<file path="src/rtl/ex_result_pipe.sv">
// ex_result_pipe: EX/MEM and MEM/WB result registers with a single-outstanding data-memory handshake and forwarding taps.
module ex_result_pipe #(
    parameter int DATA_W = 64
) (
    input  logic              clk,
    input  logic              rst_n,
    input  logic              valid_EX,
    input  logic              flush_EX,
    input  logic [DATA_W-1:0] ALUOutput_EX,
    input  logic [DATA_W-1:0] RegOut2_EX,
    input  logic [4:0]        Rd_EX,
    input  logic              RegWrite_EX,
    input  logic              MemRead_EX,
    input  logic              MemWrite_EX,
    output logic              mem_req,
    output logic              mem_we,
    output logic [DATA_W-1:0] mem_addr,
    output logic [DATA_W-1:0] mem_wdata,
    input  logic              mem_ready,
    input  logic [DATA_W-1:0] mem_rdata,
    output logic              stall_EX,
    output logic              fwd_valid_MEM,
    output logic [4:0]        fwd_Rd_MEM,
    output logic [DATA_W-1:0] fwd_data_MEM,
    output logic              load_pending_MEM,
    output logic              RegWrite_WB,
    output logic [4:0]        Rd_WB,
    output logic [DATA_W-1:0] WriteData_WB
);
    typedef enum logic [1:0] {MEM_EMPTY, MEM_ALU, MEM_WAIT} state_t;
    state_t state, state_next;
    logic [DATA_W-1:0] addr_mem, data_mem;
    logic [4:0] rd_mem;
    logic we_mem, load_mem, store_mem;
    logic advance, capture_valid, wb_we;
    always_ff @(posedge clk)
        if (!rst_n) state <= MEM_EMPTY;
        else state <= state_next;
    always_comb begin
        capture_valid = valid_EX & ~flush_EX;
        advance = ~stall_EX;
        state_next = !advance ? state :
                     !capture_valid ? MEM_EMPTY :
                     (MemRead_EX | MemWrite_EX) ? MEM_WAIT : MEM_ALU;
        wb_we = advance & (state != MEM_EMPTY) & we_mem;
    end
    always_comb begin
        mem_req = state == MEM_WAIT;
        mem_we = mem_req & store_mem;
        mem_addr = addr_mem;
        mem_wdata = data_mem;
        stall_EX = mem_req & ~mem_ready;
        fwd_valid_MEM = (state == MEM_ALU) & we_mem;
        fwd_Rd_MEM = rd_mem;
        fwd_data_MEM = addr_mem;
        load_pending_MEM = mem_req & load_mem;
    end
    // a store with MemRead also set is still a store, and never writes a register
    always_ff @(posedge clk)
        if (!rst_n) begin
            addr_mem <= '0;
            data_mem <= '0;
            rd_mem <= '0;
            we_mem <= 1'b0;
            load_mem <= 1'b0;
            store_mem <= 1'b0;
        end else if (advance) begin
            addr_mem <= ALUOutput_EX;
            data_mem <= RegOut2_EX;
            rd_mem <= Rd_EX;
            we_mem <= capture_valid & RegWrite_EX & ~MemWrite_EX & (Rd_EX != 5'd31);
            load_mem <= capture_valid & MemRead_EX & ~MemWrite_EX;
            store_mem <= capture_valid & MemWrite_EX;
        end
    always_ff @(posedge clk)
        if (!rst_n) begin
            RegWrite_WB <= 1'b0;
            Rd_WB <= '0;
            WriteData_WB <= '0;
        end else begin
            RegWrite_WB <= wb_we;
            if (wb_we) begin
                Rd_WB <= rd_mem;
                WriteData_WB <= state == MEM_WAIT ? mem_rdata : addr_mem;
            end
        end
endmodule

</file>
<file path="config.mk">
export PLATFORM = sky130hd
export DESIGN_NAME = ex_result_pipe
export DESIGN_NICKNAME = d
export VERILOG_FILES = /design/src/rtl/ex_result_pipe.sv
export SDC_FILE = /design/constraint.sdc
export NUM_CORES = 1
export LEC_CHECK = 0
export CELL_PAD_IN_SITES_DETAIL_PLACEMENT = 1
export CELL_PAD_IN_SITES_GLOBAL_PLACEMENT = 2
export CORE_MARGIN = 4
export CORE_UTILIZATION = 22
export DETAILED_ROUTE_END_ITERATION = 6
export GPL_TIMING_DRIVEN = 0
export PLACE_DENSITY_LB_ADDON = 0.25
export SYNTH_ARGS = -nofsm -noshare
export SYNTH_HDL_FRONTEND = slang
export SYNTH_SLANG_ARGS = --single-unit
</file>
<file path="constraint.sdc">
create_clock -name clk -period 2.8 [get_ports clk]
set_clock_uncertainty 0.15 [all_clocks]
set_input_delay 0.42 -clock clk [delete_from_list [all_inputs] [get_ports clk]]
set_output_delay 0.42 -clock clk [all_outputs]
set_load 0.02 [all_outputs]
</file>
# Word level (Yosys, flattened, before mapping)
# Cells that the tools add are included.
[word_totals] ff_bits=208 inputBits=205 out_inout_bits=272 wordCells=35
[classes] eq_ne=3 mux=3 bitwise_logic=18 n_reduce_logical=1
[op_table] op="64-bit 2-to-1 mux" n=1
[op_table] op="1-bit bitwise AND" n=13
[op_table] op="5-bit != test (second input constant)" n=1
[op_table] op="2-bit 2-to-1 mux" n=2
[op_table] op="1-bit inverter" n=4
[op_table] op="2-bit by 1-bit == test with 1-bit output (second input constant)" n=1
[op_table] op="2-bit == test (second input constant)" n=1
[op_table] op="2-bit nonzero test" n=1
[op_table] op="1-bit bitwise OR" n=1

# Depth between registers and ports, before layout
[logic_depth] word_depth=5 mapped_depth=7 ltp_nobuf=4

# Least setup slack after synthesis
# OpenSTA, ideal clock, no wires.
[synth_timing] path_kind="input to output" from="input port mem_ready" to="output port stall_EX" arrival_ps=1227 required_ps=2230 setup_slack_ps=1003 stages=5 path_buffers=3 cell_sequence="or3b_1 > buf_2 > clkinv_2 > buf_12 > buf_8"
[synth_via] elab_chain_cells=2
[synth_lines] element="start, declared" line="19" source="input logic mem_ready,"
[synth_lines] element="1-bit inverter" line="52" source="stall_EX = mem_req & ~mem_ready;"
[synth_lines] element="1-bit bitwise AND" line="52"
[synth_lines] element="end, declared" line="21" source="output logic stall_EX,"
# No other way between the ends.

# Final worst setup path
[layout_timing] from="register state[1]" to="output port load_pending_MEM"
[layout_via] elab_chain_cells=2
[layout_lines] element="start, declared" line="31" source="state_t state, state_next;"
[layout_lines] element="start signal, assigned" line="38" source="else state <= state_next;"
[layout_lines] element="2-bit == test" line="48" source="mem_req = state == MEM_WAIT;"
[layout_lines] element="1-bit bitwise AND" line="56" source="load_pending_MEM = mem_req & load_mem;"
[layout_lines] element="end, declared" line="25" source="output logic load_pending_MEM,"
# No other way between the ends.

==> out/qor.csv <==
metric;value;unit
hold path cells;3;
Final HPWL DP;32200;µm
Die Ht;205;µm
CTS tree;done;
worst-path cell chain;nor2b_1, buf_2, buf_6, buf_6, and2_1, clkdlybuf4s15_1;
MaxCap Viol Count;0;
Clk Latency, worst-skew pair;0.54;ns
Final GP Congestion;0.770;
Setup TNS;0;ns
actual slew at the worst max-slew pin;0.924;ns
share of power burned in registers;0.399;
antenna-violating nets left;0;
fmax;373;MHz
largest family of logic cells by synthesized area;compound AO/OA/AOI/OAI gates;
mux cell area share after synthesis;0.0747;
gr usage total;0.182;
Die X;205;µm
initial antenna violation count;6;
vias in the first global route;9075;
crit end category;output pin;
largest net degree at the start of global routing;14;
Max stage delay on crit path;0.38;ns
# rows;72;
global-route wire length before repair;58800;µm
Worst-path clk slew;0.06;ns
Max clock buf depth;3;
Placeable Area;38600;µm²
RSZ-0062 raised after global routing;no;
Synth Area in Compound Gates;0.186;
final hold vios;0;
WL final;40900;µm
Root Driver;clkbuf_16;
wire per inst;20.1;µm
status;finished clean;
Synth area leader;dfxtp_1;
setup bufs post-CTS;0;
period utilization;0.958;
HP Start;ALUOutput_EX[19];
ranking of synthesized cells by area;dfxtp_1 49%, a21oi_1 11%, nand2_1 11%;
Comb power frac;0.171;
area of the multi-input gates;3390;µm²
initial detailed-routing violation count;180;
Ports;477;
port bufs;476;
Post-Synth XOR/XNOR Area;0;
Worst Path Required;2.23;ns
HP Class;in -> reg;
critical path's slowest cell;dfxtp_1;
Slew Viols, Final;0;
Critical Path Most Common Cell;buf_6;
sequential area share after synthesis;0.486;
Mapped Area;8570;µm²
routed via count;8838;
yosys warns;0;
fill cell count;4507;
WS Path Type;reg -> out;
end-of-flow core utilization;0.386;
Hold Path Sink;fwd_data_MEM[19]$_SDFFE_PN0N_;
Post-Syn Area per Cell;8.65;µm²
area grow syn2layout;73.4;%
Cells after Synth;991;
vias per inst;4.34;
leading cell type in the layout, fill and taps excluded;clkdlybuf4s50_1;
ratio of cells with drive above 1 in the final layout;0.115;
Initial Utilization;0.222;
adder and majority cell fraction of the synthesized area;0;
Sinks on Clock Net;208;
Power Internal;0.00590;W
crit path launch type;flip-flop;
remaining global-route overflow;0;
CTS hold repair buffers;0;
WP data arrival;2.11;ns
Worst Path Max Fanout;10;
Nets;1701;
H-tree levels;1;
DRC viols;0;
CTS Buf Count;27;
Cell variety after synth;28;
fin crit period;2.68;ns
R2R Path Start;we_mem$_SDFFE_PN0N_;
Synth top area share;0.486;
Leak;5.55;nW
commonest cells after routing, fill and taps aside;471 x clkdlybuf4s50_1, 261 x nand2_1, 208 x dfxtp_1;
Peak VDD IR;0.489;mV
post-synthesis simple-gate area fraction;0.135;
Pwr Density;538;nW/µm²
R2R Setup Slk;0.49;ns
Yosys reg bits;208;
die area;42200;µm²
First-pass DRT Iterations;4;
P_sw;0.00211;W
reg-to-reg endpoint;WriteData_WB[58]$_SDFFE_PN0P_;
Reg2Reg Depth;5;
power share of the clock group;0.430;
switching share of power;0.263;
register area;4160;µm²
worst relative slew slack;0.381;
final count of negative-setup-slack endpoints;0;
syn nets;1196;
state kept, by name (all words and copies together), names as in the netlist:
signal and count:
store_mem 1, state 2, RegWrite_WB 1, Rd_WB 5
WriteData_WB 64, fwd_data_MEM 64, fwd_Rd_MEM 5, mem_wdata 64
load_mem 1, we_mem 1
what timing repair did:
| action | CTS | global route |
|---|---|---|
| resized for setup | 6 | 3 |
| endpoints found under the hold margin | 0 | 0 |
| setup endpoints to repair | 5 | 3 |
cell usage after synthesis:
library cell	count
a21oi_2	10
nand2_1	261
a21oi_1	197
or3b_1	1
nand2_2	10
dfxtp_1	208
nand3_1	8
buf_1	1
and2_1	2
buf_12	1
a211oi_1	64
buf_2	24
buf_4	70
nor3_1	2
clkinv_2	1
nor4bb_1	1
buf_6	7
clkbuf_1	36
inv_1	1
mux2i_1	64
nor2_1	1
nor2b_1	2
buf_8	8
o211ai_1	1
nor3b_1	2
o21ai_0	6
inv_2	1
a21o_1	1
layer usage:
| metal | vias to the layer above | part of all wire | track usage |
|---|---|---|---|
| met5 | - | 0.0011 | 0 |
| met4 | 8 | 0.023 | 0.0419 |
| met3 | 55 | 0.091 | 0.0690 |
| met2 | 295 | 0.49 | 0.323 |
| met1 | 4159 | 0.39 | 0.208 |
| li1 | 4321 | - | - |
metrics by stage:
stage / setup WS (ns) / cells / hold slack (ns) / total power (W) / area (µm²)
2_1_floorplan: 1.00 / 991 / 0.277 / 0.00383 / 8570
3_3_place_gp: -0.177 / 1985 / 0.285 / 0.00463 / 14000
3_5_place_dp: -0.184 / 1985 / 0.297 / 0.00464 / 14000
4_1_cts: 0.0106 / 2033 / 0.252 / 0.00816 / 14900
5_1_grt: 0.00689 / 2035 / 0.268 / 0.00836 / 14900
6_report: 0.117 / 2036 / 0.275 / 0.00800 / 14900
power groups by stage:
stage / Combinational [W] / Clock, W / Sequential (W)
after floorplan: 0.000461 / 0 / 0.00337
after CTS: 0.00139 / 0.00357 / 0.00320
after global routing: 0.00146 / 0.00369 / 0.00321
after detailed placement: 0.00138 / 0 / 0.00326
final: 0.00136 / 0.00344 / 0.00319
after global placement: 0.00137 / 0 / 0.00326
worst max-delay path by stage:
stage               slack (ns)             startpoint               end  depth (start not counted)
CTS                       0.01  state[1]$_SDFFE_PN0N_          stall_EX                          6
global placement         -0.18              mem_ready          stall_EX                          7
finish                    0.12  state[1]$_SDFFE_PN0N_  load_pending_MEM                          6
detailed placement       -0.18              mem_ready          stall_EX                          7
floorplan                 1.00              mem_ready          stall_EX                          5
global route             0.007  state[1]$_SDFFE_PN0N_  load_pending_MEM                          6
worst max-delay path: cells and delay by family (launching register included):
family	cells	cell delay [ns]
and+or+nand+nor	2	0.28
buffers and inverters	4	0.90
DFF	1	0.38
logic make-up after synthesis:
family	Yosys count
DFF	208
and+or+nand+nor	290
buffers and inverters	150
AOI/OAI and AO/OA	279
muxes	64
final cells by class:
class                           instances  share of cell area
Antenna cell                            3            0.000505
Sequential cell                       208               0.280
Inverter                                3            0.000842
Clock buffer                           42              0.0546
Timing Repair Buffer                  476               0.320
Tap cell                              518              0.0436
Multi-Input combinational cell        633               0.228
Buffer                                147              0.0675
Clock inverter                          6             0.00438
No activity file was read; power rests on OpenSTA's default activity.
